### src/rtl/trig_counter_bank_if.sv
// Host-side bundle for trig_counter_bank: trigger pulses, mode/flag controls,
// snapshot strobe, readout select and all status/readout returns.
interface trig_counter_bank_if #(
   parameter int N_CH  = 4,
   parameter int CNT_W = 32
);
   logic [N_CH-1:0]  trig_reset;
   logic [N_CH-1:0]  trig_load;
   logic [N_CH-1:0]  trig_up;
   logic [N_CH-1:0]  trig_down;
   logic [CNT_W-1:0] load_value;
   logic [N_CH-1:0]  sat_mode;
   logic [N_CH-1:0]  flag_clr;
   logic             snap;
   logic [3:0]       rd_sel;
   logic [1:0]       rd_word;
   logic [15:0]      rd_data;
   logic [15:0]      snap_cnt;
   logic [N_CH-1:0]  ovf_flag;
   logic [N_CH-1:0]  unf_flag;
   logic [N_CH-1:0]  tc_pulse;

   modport master (
      output trig_reset, trig_load, trig_up, trig_down, load_value,
             sat_mode, flag_clr, snap, rd_sel, rd_word,
      input  rd_data, snap_cnt, ovf_flag, unf_flag, tc_pulse
   );

   modport slave (
      input  trig_reset, trig_load, trig_up, trig_down, load_value,
             sat_mode, flag_clr, snap, rd_sel, rd_word,
      output rd_data, snap_cnt, ovf_flag, unf_flag, tc_pulse
   );
endinterface

### src/rtl/trig_counter_bank.sv
// Bank of N_CH up/down event counters with wrap/saturate modes, sticky
// overflow/underflow flags, a coherent snapshot into shadow registers and a
// registered 16-bit readout mux over the shadows.
module trig_counter_bank #(
   parameter int N_CH  = 4,
   parameter int CNT_W = 32
) (
   input  logic                  sys_clk,
   input  logic                  reset,
   trig_counter_bank_if.slave    bus
);
   localparam int NW = CNT_W / 16;
   localparam logic [CNT_W-1:0] CNT_MAX  = {CNT_W{1'b1}};
   localparam logic [CNT_W-1:0] CNT_ZERO = {CNT_W{1'b0}};
   localparam logic [CNT_W-1:0] CNT_ONE  = {{(CNT_W-1){1'b0}}, 1'b1};

   logic [CNT_W-1:0] cnt_q    [N_CH];
   logic [CNT_W-1:0] cnt_d    [N_CH];
   logic [CNT_W-1:0] shadow_q [N_CH];
   logic [CNT_W-1:0] shadow_d [N_CH];
   logic [N_CH-1:0]  ovf_q, ovf_d;
   logic [N_CH-1:0]  unf_q, unf_d;
   logic [N_CH-1:0]  tc_q, tc_d;
   logic [N_CH-1:0]  ev_ovf_s, ev_unf_s;
   logic [15:0]      rd_data_q, rd_data_d;
   logic [15:0]      snap_cnt_q, snap_cnt_d;

   // Next counter value per channel with trigger priority, plus terminal-count events.
   always_comb begin
      ev_ovf_s = {N_CH{1'b0}};
      ev_unf_s = {N_CH{1'b0}};
      for (int i = 0; i < N_CH; i++) begin
         cnt_d[i] = cnt_q[i];
         if (bus.trig_reset[i]) begin
            cnt_d[i] = CNT_ZERO;
         end else if (bus.trig_load[i]) begin
            cnt_d[i] = bus.load_value;
         end else if (bus.trig_up[i] && bus.trig_down[i]) begin
            cnt_d[i] = cnt_q[i];
         end else if (bus.trig_up[i]) begin
            if (cnt_q[i] == CNT_MAX) begin
               ev_ovf_s[i] = 1'b1;
               cnt_d[i]    = bus.sat_mode[i] ? CNT_MAX : CNT_ZERO;
            end else begin
               cnt_d[i] = cnt_q[i] + CNT_ONE;
            end
         end else if (bus.trig_down[i]) begin
            if (cnt_q[i] == CNT_ZERO) begin
               ev_unf_s[i] = 1'b1;
               cnt_d[i]    = bus.sat_mode[i] ? CNT_ZERO : CNT_MAX;
            end else begin
               cnt_d[i] = cnt_q[i] - CNT_ONE;
            end
         end else begin
            cnt_d[i] = cnt_q[i];
         end
      end
   end

   // Sticky flags (a set event beats a same-cycle clear) and the one-cycle tc pulse.
   always_comb begin
      ovf_d = ovf_q;
      unf_d = unf_q;
      for (int i = 0; i < N_CH; i++) begin
         if (ev_ovf_s[i]) begin
            ovf_d[i] = 1'b1;
         end else if (bus.flag_clr[i]) begin
            ovf_d[i] = 1'b0;
         end else begin
            ovf_d[i] = ovf_q[i];
         end
         if (ev_unf_s[i]) begin
            unf_d[i] = 1'b1;
         end else if (bus.flag_clr[i]) begin
            unf_d[i] = 1'b0;
         end else begin
            unf_d[i] = unf_q[i];
         end
      end
      tc_d = ev_ovf_s | ev_unf_s;
   end

   // Snapshot captures the pre-update counters of every channel on the same edge.
   always_comb begin
      for (int i = 0; i < N_CH; i++) begin
         if (bus.snap) begin
            shadow_d[i] = cnt_q[i];
         end else begin
            shadow_d[i] = shadow_q[i];
         end
      end
      if (bus.snap) begin
         snap_cnt_d = snap_cnt_q + 16'd1;
      end else begin
         snap_cnt_d = snap_cnt_q;
      end
   end

   // Readout mux over the current shadows; out-of-range channel or word reads as zero.
   always_comb begin
      rd_data_d = 16'h0000;
      for (int c = 0; c < N_CH; c++) begin
         for (int w = 0; w < NW; w++) begin
            if ((bus.rd_sel == 4'(c)) && (bus.rd_word == 2'(w))) begin
               rd_data_d = shadow_q[c][16*w +: 16];
            end else begin
               rd_data_d = rd_data_d;
            end
         end
      end
   end

   // State registers with synchronous reset overriding every other input.
   always_ff @(posedge sys_clk) begin
      if (reset) begin
         for (int i = 0; i < N_CH; i++) begin
            cnt_q[i]    <= CNT_ZERO;
            shadow_q[i] <= CNT_ZERO;
         end
         ovf_q      <= {N_CH{1'b0}};
         unf_q      <= {N_CH{1'b0}};
         tc_q       <= {N_CH{1'b0}};
         rd_data_q  <= 16'h0000;
         snap_cnt_q <= 16'h0000;
      end else begin
         for (int i = 0; i < N_CH; i++) begin
            cnt_q[i]    <= cnt_d[i];
            shadow_q[i] <= shadow_d[i];
         end
         ovf_q      <= ovf_d;
         unf_q      <= unf_d;
         tc_q       <= tc_d;
         rd_data_q  <= rd_data_d;
         snap_cnt_q <= snap_cnt_d;
      end
   end

   assign bus.rd_data  = rd_data_q;
   assign bus.snap_cnt = snap_cnt_q;
   assign bus.ovf_flag = ovf_q;
   assign bus.unf_flag = unf_q;
   assign bus.tc_pulse = tc_q;
endmodule

### src/flat_wrapper.sv
// flat-port wrapper written by rule: the top's interface ports become plain ports
module trig_counter_bank_flat 
#(
   parameter int N_CH  = 4,
   parameter int CNT_W = 32
)
  (sys_clk, reset, bus_trig_reset, bus_trig_load, bus_trig_up, bus_trig_down, bus_load_value, bus_sat_mode, bus_flag_clr, bus_snap, bus_rd_sel, bus_rd_word, bus_rd_data, bus_snap_cnt, bus_ovf_flag, bus_unf_flag, bus_tc_pulse);
  trig_counter_bank_if #(.N_CH(N_CH), .CNT_W(CNT_W)) bus_i ();
  input  logic sys_clk;
  input  logic reset;
  input wire logic [$bits(bus_i.trig_reset)-1:0] bus_trig_reset;
  input wire logic [$bits(bus_i.trig_load)-1:0] bus_trig_load;
  input wire logic [$bits(bus_i.trig_up)-1:0] bus_trig_up;
  input wire logic [$bits(bus_i.trig_down)-1:0] bus_trig_down;
  input wire logic [$bits(bus_i.load_value)-1:0] bus_load_value;
  input wire logic [$bits(bus_i.sat_mode)-1:0] bus_sat_mode;
  input wire logic [$bits(bus_i.flag_clr)-1:0] bus_flag_clr;
  input wire logic [$bits(bus_i.snap)-1:0] bus_snap;
  input wire logic [$bits(bus_i.rd_sel)-1:0] bus_rd_sel;
  input wire logic [$bits(bus_i.rd_word)-1:0] bus_rd_word;
  output wire logic [$bits(bus_i.rd_data)-1:0] bus_rd_data;
  output wire logic [$bits(bus_i.snap_cnt)-1:0] bus_snap_cnt;
  output wire logic [$bits(bus_i.ovf_flag)-1:0] bus_ovf_flag;
  output wire logic [$bits(bus_i.unf_flag)-1:0] bus_unf_flag;
  output wire logic [$bits(bus_i.tc_pulse)-1:0] bus_tc_pulse;
  assign bus_i.trig_reset = bus_trig_reset;
  assign bus_i.trig_load = bus_trig_load;
  assign bus_i.trig_up = bus_trig_up;
  assign bus_i.trig_down = bus_trig_down;
  assign bus_i.load_value = bus_load_value;
  assign bus_i.sat_mode = bus_sat_mode;
  assign bus_i.flag_clr = bus_flag_clr;
  assign bus_i.snap = bus_snap;
  assign bus_i.rd_sel = bus_rd_sel;
  assign bus_i.rd_word = bus_rd_word;
  assign bus_rd_data = bus_i.rd_data;
  assign bus_snap_cnt = bus_i.snap_cnt;
  assign bus_ovf_flag = bus_i.ovf_flag;
  assign bus_unf_flag = bus_i.unf_flag;
  assign bus_tc_pulse = bus_i.tc_pulse;
  trig_counter_bank #(.N_CH(N_CH), .CNT_W(CNT_W)) u_core (.sys_clk(sys_clk), .reset(reset), .bus(bus_i));
endmodule
### config.mk
export PLATFORM = sky130hd
export DESIGN_NAME = trig_counter_bank_flat
export DESIGN_NICKNAME = d
export VERILOG_FILES = /design/src/rtl/trig_counter_bank_if.sv /design/src/rtl/trig_counter_bank.sv /design/src/flat_wrapper.sv
export SDC_FILE = /design/constraint.sdc
export NUM_CORES = 1
export LEC_CHECK = 0
export BUFFER_PORTS_ARGS = -buffer_cell sky130_fd_sc_hd__buf_2
export CAP_MARGIN = 20
export CORE_ASPECT_RATIO = 0.7
export CORE_MARGIN = 2
export CORE_UTILIZATION = 67
export CTS_CLUSTER_SIZE = 10
export DETAILED_ROUTE_END_ITERATION = 8
export PLACE_DENSITY = 0.84
export SLEW_MARGIN = 40
export SYNTH_ARGS = -nofsm -noshare
export SYNTH_HDL_FRONTEND = slang
export SYNTH_SLANG_ARGS = --single-unit
### constraint.sdc
create_clock -name sys_clk -period 5.6 [get_ports sys_clk]
set_clock_uncertainty 0.1 [all_clocks]
set_input_delay 0.84 -clock sys_clk [delete_from_list [all_inputs] [get_ports sys_clk]]
set_output_delay 0.84 -clock sys_clk [all_outputs]
set_load 0.01 [all_outputs]
==> qor.csv <==
metric,value,unit
Max-Cap Viols,0,
Final Max Tran Viols,0,
Initial Util,0.6880,
RePlAce Congestion,1.009,
most common cell in the netlist,dfxtp_1,
drt first pass iters,8,
Worst setup startpoint,u_core.cnt_q[0][34],
Yosys reg bits,300,
syn nets,2553,
RSZ-0062 raised after global routing,false,
overall routed net length,70.27,mm
Post-Syn Area,0.01932,sq mm
Hold Buf Count CTS,0,
final setup fails,0,
Mapped Cells,2475,
clk sinks,300,
post-cts gate resize count,0,
final worst-path cycle share,0.7411,
Yosys top cell by area,dfxtp_1,
minimum clock period,4.150,ns
NumNets Final,2458,
Post-CTS Setup Inserts,0,
Worst slew margin,0.3994,
clock slew at reported path FFs,0.06,ns
DR WL/cell,25.48,um
Fmax achieved,241.0,MHz
DRT antenna net count,0,
critical path data required time,5.93,ns
DR vias/cell,7.112,
synth top area cells,"dfxtp_1, mux2i_1, nor2_1",
grt ovf,0,
worst hold path type,reg2reg,
WHS Endpoint,u_core.bus.unf_flag[2],
Num CTS Buffers,36,
"Power, Total",5.572,mW
vias in the first global route,17670,
CP Class,reg2reg,
"Seq/Total Area, Yosys",0.3109,
Critical Path Sink Type,register,
Final Hold Viols,0,
GRT Util Overall,0.4544,
# DRC,0,
core region area,0.02808,sq mm
H-tree depth,2,
share of post-route cells with drive strength above 1,0.1006,
first-pass GRT wire length,106.1,mm
peak supply drop,252.7,uV
PwrDens,270.9,mW/mm^2
reg2reg setup slack,1.45,ns
WP data arrival,4.48,ns
hold path startpoint,u_core.bus.unf_flag[2],
CP Max Fanout,17,
largest net degree at the start of global routing,83,
Register-to-Register Path Depth,7,
setup TNS,0,ns
FP Rows,51,
clock latency at the later pin of the worst-skew pair,0.54,ns
CTS tree,built,
hold path cells,2,
worst r2r dst,u_core.cnt_q[0][45],
initial antenna violation count,2,
Die W,206.9,um
num ports,109,
Least-Margin Pin Slew,0.8941,ns
LEAKAGE,7.706,nW
crit path cell chain,and4_1 -> nand4_1 -> nor3_1 -> nand2b_1 -> o21ai_2 -> a21oi_1 -> o32ai_1,
Worst path max stage delay,0.85,ns
top_reg_cell synth,dfxtp_1,
CP max stage cell,o21ai_2,
Port Buffer Count,108,
largest buffer count on any clock path,3,
Async SR Flop Fraction,0,
DRT iter0 DRCs,3311,
DP HPWL,47.52,mm
CP startpoint kind,register,
synthesized area per cell,7.804,sq um
"EDFF count, synth",0,
die height,146.1,um
status,"complete, no violations",
reg2reg start,u_core.cnt_q[0][34],
area share of the largest cell type after synthesis,0.3109,
Syn. warnings,0,
Layout area overhead,6.484,%
via count,19620,
Yosys cell types,83,
Root Driver,clkbuf_16,
DIE AREA,0.03023,sq mm
"top cells by count, synth","dfxtp_1, nor2_1, clkbuf_1, a21oi_1, o21ai_0",
==> cell families (layout without fill, tap and decap cells) <==
logic type / count (synthesis) / count (layout) / share of synthesized area
AND/OR/NAND/NOR: 865 / 865 / 0.2261
AO/OA/AOI/OAI: 607 / 607 / 0.1961
flip-flops: 300 / 300 / 0.3109
buffers and inverters: 293 / 204 / 0.06089
XOR/XNOR: 228 / 228 / 0.1034
multiplexers: 169 / 169 / 0.09412
adder cells (fa/ha/maj): 13 / 13 / 0.008421
other: 0 / 1 / 0
==> state kept, by name, indices dropped and copies added, names as in the netlist <==
signal and count:
u_core.cnt_q 128, u_core.shadow_q 128, u_core.bus.snap_cnt 16, u_core.bus.rd_data 16, u_core.bus.ovf_flag 4, u_core.bus.tc_pulse 4
u_core.bus.unf_flag 4
==> report_power, final <==
group          switching [mW]  internal, mW
clock network           0.907          1.18
logic                   0.707         0.416
registers               0.159          2.21
total                    1.77          3.80
==> critical path, delay by kind of cell (launching register included) <==
family | cells | cell delay, ns
flops | 1 | 0.61
compound gates | 3 | 1.30
simple gates | 4 | 2.03
==> worst max path at each step <==
stage,end,slack [ns],cells after the start
2_1_floorplan,u_core.bus.rd_data[0],2.84,6
3_3_place_gp,u_core.cnt_q[0][90],1.88,8
3_5_place_dp,u_core.cnt_q[0][45],1.65,7
4_1_cts,u_core.cnt_q[0][45],1.65,7
5_1_grt,u_core.cnt_q[0][45],1.27,7
6_report,u_core.cnt_q[0][45],1.45,7
==> cells in the final DEF (no fill, tap or decap), types with 18 or more instances in the layout <==
master	instances
a21oi_1	172
a222oi_1	24
a22oi_1	77
and3_1	27
and4_1	25
buf_2	106
buf_4	22
clkbuf_16	37
dfxtp_1	300
inv_1	28
mux2i_1	158
nand2_1	148
nand3_1	106
nand4_1	44
nor2_1	284
nor3_1	55
nor4_1	40
o21ai_0	173
o22ai_1	25
or4_1	18
xnor2_1	122
xor2_1	105
==> area by class of cell <==
class,count,area (sq um)
flip-flops and latches,300,6006
fillers,2232,7508
clock buffers,41,940.9
inverters,28,105.1
multi-input cells,1882,12280
diodes,1,2.502
well taps,371,464.2
clock inverters,3,26.28
repair buffers,132,740.7
==> layer usage <==
metal / global-route usage / share of wire / up-vias
li1: - / - / 8718
met1: 0.6311 / 0.39 / 9171
met2: 0.6115 / 0.39 / 1489
met3: 0.1641 / 0.16 / 231
met4: 0.2355 / 0.059 / 6
met5: 0 / 0.00058 / -
==> stage by stage <==
step / cell area [sq um] / hold slack (ns) / cells / setup WS [ns] / util
floorplan: 19320 / 0.3546 / 2475 / 2.844 / -
global placement: 19490 / 0.3436 / 2713 / 1.878 / 0.6943
detailed placement: 19570 / 0.3525 / 2713 / 1.655 / 0.6968
CTS: 20530 / 0.3598 / 2757 / 1.654 / 0.7313
global route: 20570 / 0.3974 / 2757 / 1.270 / 0.7325
finish: 20570 / 0.3506 / 2758 / 1.450 / 0.7326
No activity file was read; power rests on OpenSTA's default activity.
